==> src/rtl/peasant_signed_mult_if.sv <==
// peasant_signed_mult_if -- operand/result handshake bundle for peasant_signed_mult.
//   master : producer/consumer side (drives A, B, iSigned, iValid, oReady)
//   slave  : multiplier side (drives iReady, result, oValid[, oCycles])
// Optional: PEASANT_CYCLES_EN adds oCycles (RUN iterations of the last product).
interface peasant_signed_mult_if #(
  parameter int NA = 8,
  parameter int NB = 8
);
  localparam int CW = $clog2(NB + 1);

  logic [NA-1:0]    A;
  logic [NB-1:0]    B;
  logic             iSigned;
  logic             iValid;
  logic             iReady;
  logic [NA+NB-1:0] result;
  logic             oValid;
  logic             oReady;
`ifdef PEASANT_CYCLES_EN
  logic [CW-1:0]    oCycles;
`endif

  modport master (
    output A, B, iSigned, iValid, oReady,
`ifdef PEASANT_CYCLES_EN
    input  oCycles,
`endif
    input  iReady, result, oValid
  );

  modport slave (
    input  A, B, iSigned, iValid, oReady,
`ifdef PEASANT_CYCLES_EN
    output oCycles,
`endif
    output iReady, result, oValid
  );
endinterface

==> src/rtl/peasant_signed_mult.sv <==
// peasant_signed_mult -- sequential shift-add multiplier, NA x NB -> NA+NB bits,
// per-transaction signed/unsigned, early exit once the remaining multiplier
// bits are zero. One transaction in flight.
// Ports:
//   clock : rising-edge clock
//   reset : synchronous, active-low
//   bus   : peasant_signed_mult_if.slave (A, B, iSigned, iValid/iReady,
//           result, oValid/oReady, oCycles when enabled)
// Optional: PEASANT_CYCLES_EN exposes oCycles, the RUN iteration count of the
// product currently presented in DONE.
// The interface instance must carry the same NA/NB as this module.
module peasant_signed_mult #(
  parameter int NA = 8,
  parameter int NB = 8
) (
  input  logic                  clock,
  input  logic                  reset,
  peasant_signed_mult_if.slave  bus
);
  localparam int W  = NA + NB;
`ifdef PEASANT_CYCLES_EN
  localparam int CW = $clog2(NB + 1);
`endif

  typedef enum logic [1:0] {IDLE, RUN, DONE} state_t;

  state_t        state_q, state_d;
  logic [W-1:0]  acc_q, acc_d;
  logic [W-1:0]  mcand_q, mcand_d;
  logic [NB-1:0] mult_q, mult_d;
  logic          sign_q, sign_d;
  logic [W-1:0]  result_q, result_d;
  logic          ovalid_q, ovalid_d;
`ifdef PEASANT_CYCLES_EN
  logic [CW-1:0] count_q, count_d;
  logic [CW-1:0] ocycles_q, ocycles_d;
`endif

  logic          ready;
  logic          accept;
  logic [NA-1:0] a_mag;
  logic [NB-1:0] b_mag;
  logic [W-1:0]  acc_nxt;
  logic [NB-1:0] mult_nxt;

  // Magnitudes; the most negative value maps onto its unsigned bit pattern
  // (e.g. 8'h80 -> 128), so no extra bit is needed.
  always_comb begin
    a_mag = (bus.iSigned && bus.A[NA-1]) ? (~bus.A) + NA'(1) : bus.A;
    b_mag = (bus.iSigned && bus.B[NB-1]) ? (~bus.B) + NB'(1) : bus.B;
  end

  assign accept   = bus.iValid && ready;
  assign acc_nxt  = mult_q[0] ? acc_q + mcand_q : acc_q;
  assign mult_nxt = mult_q >> 1;

  // State register and datapath flops
  always_ff @(posedge clock) begin
    if (!reset) begin
      state_q   <= IDLE;
      acc_q     <= '0;
      mcand_q   <= '0;
      mult_q    <= '0;
      sign_q    <= 1'b0;
      result_q  <= '0;
      ovalid_q  <= 1'b0;
`ifdef PEASANT_CYCLES_EN
      count_q   <= '0;
      ocycles_q <= '0;
`endif
    end else begin
      state_q   <= state_d;
      acc_q     <= acc_d;
      mcand_q   <= mcand_d;
      mult_q    <= mult_d;
      sign_q    <= sign_d;
      result_q  <= result_d;
      ovalid_q  <= ovalid_d;
`ifdef PEASANT_CYCLES_EN
      count_q   <= count_d;
      ocycles_q <= ocycles_d;
`endif
    end
  end

  // Next-state logic
  always_comb begin
    state_d = state_q;
    case (state_q)
      IDLE: if (accept) state_d = (b_mag == '0) ? DONE : RUN;
      RUN:  if (mult_nxt == '0) state_d = DONE;
      DONE: if (bus.oReady) state_d = IDLE;
      default: state_d = IDLE;
    endcase
  end

  // Datapath next values
  always_comb begin
    acc_d     = acc_q;
    mcand_d   = mcand_q;
    mult_d    = mult_q;
    sign_d    = sign_q;
    result_d  = result_q;
    ovalid_d  = ovalid_q;
`ifdef PEASANT_CYCLES_EN
    count_d   = count_q;
    ocycles_d = ocycles_q;
`endif
    case (state_q)
      IDLE: begin
        if (accept) begin
          sign_d  = bus.iSigned & (bus.A[NA-1] ^ bus.B[NB-1]);
          mcand_d = {{NB{1'b0}}, a_mag};
          mult_d  = b_mag;
          acc_d   = '0;
`ifdef PEASANT_CYCLES_EN
          count_d = '0;
`endif
          // Zero multiplier skips RUN entirely.
          if (b_mag == '0) begin
            result_d  = '0;
            ovalid_d  = 1'b1;
`ifdef PEASANT_CYCLES_EN
            ocycles_d = '0;
`endif
          end
        end
      end
      RUN: begin
        acc_d   = acc_nxt;
        mcand_d = mcand_q << 1;
        mult_d  = mult_nxt;
`ifdef PEASANT_CYCLES_EN
        count_d = count_q + CW'(1);
`endif
        // Last useful bit consumed: publish the signed product now.
        if (mult_nxt == '0) begin
          result_d  = sign_q ? -acc_nxt : acc_nxt;
          ovalid_d  = 1'b1;
`ifdef PEASANT_CYCLES_EN
          ocycles_d = count_q + CW'(1);
`endif
        end
      end
      DONE: if (bus.oReady) ovalid_d = 1'b0;
      default: ;
    endcase
  end

  // Outputs
  always_comb begin
    ready       = (state_q == IDLE) && reset;
    bus.iReady  = ready;
    bus.oValid  = ovalid_q;
    bus.result  = result_q;
`ifdef PEASANT_CYCLES_EN
    bus.oCycles = ocycles_q;
`endif
  end
endmodule
==> src/flat_wrapper.sv <==
// flat-port wrapper written by rule: the top's interface ports become plain ports
module peasant_signed_mult_flat 
#(
  parameter int NA = 8,
  parameter int NB = 8
)
  (clock, reset, bus_A, bus_B, bus_iSigned, bus_iValid, bus_oReady, bus_iReady, bus_result, bus_oValid);
  peasant_signed_mult_if #(.NA(NA), .NB(NB)) bus_i ();
  input  logic clock;
  input  logic reset;
  input wire logic [$bits(bus_i.A)-1:0] bus_A;
  input wire logic [$bits(bus_i.B)-1:0] bus_B;
  input wire logic [$bits(bus_i.iSigned)-1:0] bus_iSigned;
  input wire logic [$bits(bus_i.iValid)-1:0] bus_iValid;
  input wire logic [$bits(bus_i.oReady)-1:0] bus_oReady;
  output wire logic [$bits(bus_i.iReady)-1:0] bus_iReady;
  output wire logic [$bits(bus_i.result)-1:0] bus_result;
  output wire logic [$bits(bus_i.oValid)-1:0] bus_oValid;
  assign bus_i.A = bus_A;
  assign bus_i.B = bus_B;
  assign bus_i.iSigned = bus_iSigned;
  assign bus_i.iValid = bus_iValid;
  assign bus_i.oReady = bus_oReady;
  assign bus_iReady = bus_i.iReady;
  assign bus_result = bus_i.result;
  assign bus_oValid = bus_i.oValid;
  peasant_signed_mult #(.NA(NA), .NB(NB)) u_core (.clock(clock), .reset(reset), .bus(bus_i));
endmodule
==> config.mk <==
export PLATFORM = sky130hd
export DESIGN_NAME = peasant_signed_mult_flat
export DESIGN_NICKNAME = d
export VERILOG_FILES = /design/src/rtl/peasant_signed_mult_if.sv /design/src/rtl/peasant_signed_mult.sv /design/src/flat_wrapper.sv
export SDC_FILE = /design/constraint.sdc
export NUM_CORES = 1
export LEC_CHECK = 0
export ABC_AREA = 1
export BUFFER_PORTS_ARGS = -buffer_cell sky130_fd_sc_hd__buf_2
export CORE_MARGIN = 3
export CORE_UTILIZATION = 60
export CTS_BUF_LIST = sky130_fd_sc_hd__clkbuf_4 sky130_fd_sc_hd__clkbuf_8 sky130_fd_sc_hd__clkbuf_16
export DETAILED_ROUTE_END_ITERATION = 8
export PLACE_DENSITY = 0.8
export SLEW_MARGIN = 30
export SYNTH_ARGS = -nofsm -noshare
export SYNTH_HDL_FRONTEND = slang
export SYNTH_SLANG_ARGS = --single-unit
==> constraint.sdc <==
create_clock -name clock -period 2.98 [get_ports clock]
set_clock_uncertainty 0.1 [all_clocks]
set_input_delay 0.596 -clock clock [delete_from_list [all_inputs] [get_ports clock]]
set_output_delay 0.596 -clock clock [all_outputs]
set_load 0.01 [all_outputs]
==> impl_results.md <==
- Status: complete, no violations
- Kind of start point of the critical path: flip-flop
- Clock Sink Count: 60
- Number of placed instances, taps included: 805
- Aggregate global routing overflow: 0
- Initial Utilization: 0.624
- Total power after layout: 2.56 mW
- Top flip-flop cell by instance count after synthesis: sky130_fd_sc_hd__dfxtp_1
- Synthesized instance count: 686
- Library cell with the largest summed area after synthesis: sky130_fd_sc_hd__dfxtp_1
- TritonCTS clock tree: yes
- Maximum count of clock buffers along a single path: 2
- Setup TNS: 0 ns
- Detail-routed net length per standard cell: 12.5 um
- Max-slew headroom at the worst pin: 0.512
- Number of buffers created by CTS: 9
- Total number of H-tree levels: 3
- Number of hold buffers added after CTS: 0
- Synth Cell Area: 0.00429 mm2
- Quantity of I/O buffers inserted on ports: 38
- Global-route wire length before repair: 18.1 mm
- Cell Pwr Density: 539 mW/mm2
- Total Wirelength: 10.2 mm
- Share of post-route cells with drive strength above 1: 0.159
- Latest clock arrival within the worst-skew pair: 0.35 ns
- Most common library cells after synthesis: sky130_fd_sc_hd__nand2_1 (242), sky130_fd_sc_hd__inv_1 (73), sky130_fd_sc_hd__nand3_1 (63), sky130_fd_sc_hd__a21oi_1 (61), sky130_fd_sc_hd__dfxtp_1 (60)
- Master cell of the clock root buffer: sky130_fd_sc_hd__clkbuf_8
- I/O pin cnt: 39
- Arrival time of the worst setup path: 2.93 ns
- Post-layout nets: 760
- Synthesized netlist net count: 726
- Highest fanout seen on the critical path: 5
- Fraction of post-synthesis cell area in the top cell type by area: 0.280
- Vertical die dimension: 90.6 um
- Sum of net half-perimeters after detailed placement: 7.77 mm
- Post-synth EDFFs: 0
- Antenna diode count: 0
- Worst-margin pin slew: 0.731 ns
- Vias per cell: 5.37
- First-pass DRT Iterations: 5
- Final period util: 0.920
- Overall fraction of global-route tracks in use: 0.265
- NetSw: 1.03 mW
- Largest net degree at the start of global routing: 57
- Number of distinct library cell variants in the gate-level netlist after synthesis: 41
- Register bit total from synthesis: 60
- Leading cell type by number of instances after synthesis: sky130_fd_sc_hd__nand2_1
- Class of the worst hold path: reg2reg
- Share of synthesized registers carrying an async set or reset: 0
- Via count of the first global-routing pass: 4,306
- Clock network fraction of design power: 0.291
- Crit. End Element: flip-flop
- Final weighted congestion in routability-driven placement: 0.958
- Count of placed standard cells in the final layout, fillers left out: 821
- Share of total power consumed by net switching: 0.403
- Crit Path Class: reg2reg
- Leakage: 2.27 nW
- Number of warnings printed during yosys synthesis: 0
- Area of the core: 0.00687 mm2
- Area growth, synth to finish: 10.6%
- Cell types with the largest area share after synthesis: sky130_fd_sc_hd__dfxtp_1 (28%), sky130_fd_sc_hd__nand2_1 (21%), sky130_fd_sc_hd__nand3_1 (7.4%)
- Vias: 4,406
- Combinational share of power: 0.348
- WP data required: 3.17 ns
- Cell-internal power: 1.53 mW
- Part of the total power dissipated in sequential elements: 0.360
- Final critical-path setup slack: 0.240 ns
- DRC: 0
- Average size of a mapped cell: 6.25 um2
- Worst slack at placement: 0.202 ns
- Final min period: 2.74 ns
- Horizontal die dimension: 90.6 um
- DIE AREA: 0.00820 mm2
- Max Clk Rate: 365 MHz
- Max VDD drop: 0.357 mV
- Number of antenna violations at the first check in global routing: 0
- Number of DRC markers in iteration 0: 182
- Rows: 30
- Number of failing setup endpoints in the final timing report: 0
- Clk pin slew, worst setup/hold paths: 0.08 ns
- Max-slew violation total from the final report: 0
- Number of maximum-capacitance violations: 0
- Final Hold Fails: 0
- Residual antenna-violating net count after detailed routing: 0
- Portion of the post-synthesis area used by sequential elements: 0.280
- Unrepaired setup endpoints after global routing: no
-- metal layers --
layer	routed length (um)	part of all wire	up-vias	GRT usage
met3	428	0.042	32	0.0592
met5	0	0	-	0
met1	4450	0.43	1991	0.292
met4	382	0.037	0	0.138
li1	-	-	2280	-
met2	4970	0.49	103	0.472
-- layout by cell type (no fill, tap or decap), types with 2 or more instances in the layout --
cell,Yosys,final
sky130_fd_sc_hd__nor2_1,34,33
sky130_fd_sc_hd__or2_2,11,11
sky130_fd_sc_hd__mux2i_4,2,2
sky130_fd_sc_hd__clkinvlp_4,0,3
sky130_fd_sc_hd__xor2_1,8,8
sky130_fd_sc_hd__ha_1,18,17
sky130_fd_sc_hd__buf_4,1,6
sky130_fd_sc_hd__nand4_1,4,4
sky130_fd_sc_hd__dfxtp_1,60,59
sky130_fd_sc_hd__a31oi_1,11,11
sky130_fd_sc_hd__nor3_1,7,7
sky130_fd_sc_hd__o211ai_1,3,3
sky130_fd_sc_hd__buf_2,5,38
sky130_fd_sc_hd__clkbuf_8,0,9
sky130_fd_sc_hd__nand3b_1,2,2
sky130_fd_sc_hd__o21ai_0,9,9
sky130_fd_sc_hd__and2_1,2,2
sky130_fd_sc_hd__nor4_1,2,2
sky130_fd_sc_hd__nor2_4,3,3
sky130_fd_sc_hd__inv_1,73,73
sky130_fd_sc_hd__nand2_1,242,242
sky130_fd_sc_hd__or2_1,2,2
sky130_fd_sc_hd__nand3_2,6,6
sky130_fd_sc_hd__nor2_2,4,5
sky130_fd_sc_hd__nand3_1,63,63
sky130_fd_sc_hd__a21oi_1,61,61
sky130_fd_sc_hd__xnor2_1,3,3
sky130_fd_sc_hd__inv_2,6,6
sky130_fd_sc_hd__o21a_1,2,2
sky130_fd_sc_hd__o21ai_2,2,2
sky130_fd_sc_hd__nand2_2,16,16
-- worst max-delay path, cell delays in order (launching register included) --
cell and delay, ns:
sky130_fd_sc_hd__dfxtp_1 0.36, sky130_fd_sc_hd__ha_2 0.22, sky130_fd_sc_hd__fa_1 0.45, sky130_fd_sc_hd__mux2i_4 0.20
sky130_fd_sc_hd__ha_1 0.17, sky130_fd_sc_hd__inv_1 0.06, sky130_fd_sc_hd__nor2_1 0.11, sky130_fd_sc_hd__nand3_1 0.15
sky130_fd_sc_hd__nor2_4 0.12, sky130_fd_sc_hd__nand3_2 0.09, sky130_fd_sc_hd__nor2_4 0.10, sky130_fd_sc_hd__nand2_2 0.07
sky130_fd_sc_hd__nand2_2 0.10, sky130_fd_sc_hd__nand2_1 0.09, sky130_fd_sc_hd__nand2_1 0.07, sky130_fd_sc_hd__nand3_1 0.08
sky130_fd_sc_hd__a21oi_1 0.14
-- per-stage QoR --
step | hold slack [ns] | utilization | instance area [um2]
2_1_floorplan | 0.352 | - | 4290
3_3_place_gp | 0.346 | 0.661 | 4540
3_5_place_dp | 0.350 | 0.661 | 4540
4_1_cts | 0.362 | 0.690 | 4740
5_1_grt | 0.384 | 0.691 | 4750
6_report | 0.360 | 0.691 | 4750
-- final timing paths --
path / from / endpoint / slack [ns] / cells after the start
worst max-delay path: u_core.mcand_q[0]$_SDFFE_PN0P_ / u_core.bus.result[12]$_SDFFE_PN0P_ / 0.24 / 16
worst min-delay path: u_core.bus.result[3]$_SDFFE_PN0P_ / u_core.bus.result[3]$_SDFFE_PN0P_ / 0.36 / 2
worst max register to register: u_core.mcand_q[0]$_SDFFE_PN0P_ / u_core.bus.result[12]$_SDFFE_PN0P_ / 0.24 / 16
worst min register to register: u_core.bus.result[3]$_SDFFE_PN0P_ / u_core.bus.result[3]$_SDFFE_PN0P_ / 0.36 / 2
-- cell families after synthesis --
group	count (synthesis)	share of synthesized area
flops	60	0.280
simple gates	400	0.416
mux	2	0.0105
xor+xnor	11	0.0225
fa+ha+maj	19	0.0572
buf+inv	100	0.0933
compound gates	94	0.121
-- registers in the layout, indices dropped and copies added, names as in the netlist --
| signal | flops |
|---|---|
| u_core.mult_q | 8 |
| u_core.mcand_q | 16 |
| u_core.bus.result | 16 |
| u_core.acc_q | 16 |
| u_core.bus.oValid | 1 |
| u_core.sign_q | 1 |
| u_core.state_q | 2 |
-- timing repair --
action / in CTS / in global routing
buffers inserted: 0 / 0
gates resized for setup: 0 / 2
endpoints found under the setup margin: 0 / 2
-- power by group through the flow --
stage	combinational, mW	clock, mW	sequential (mW)
finish	0.892	0.746	0.921
floorplan	0.704	0	0.915
global route	1.00	0.789	0.928
CTS	0.888	0.757	0.919
global placement	0.861	0	0.936
detailed placement	0.883	0	0.937
-- cell type report --
class                      count  area (um2)
fill                         648        2120
tap                           96         120
multi-input combinational    526        2690
inverter                      79         297
timing repair buffer          44         235
sequential                    60        1200
clock inverter                 7        75.1
clock buffer                   9         124
Note: power is estimated with default switching activity, not from simulation.
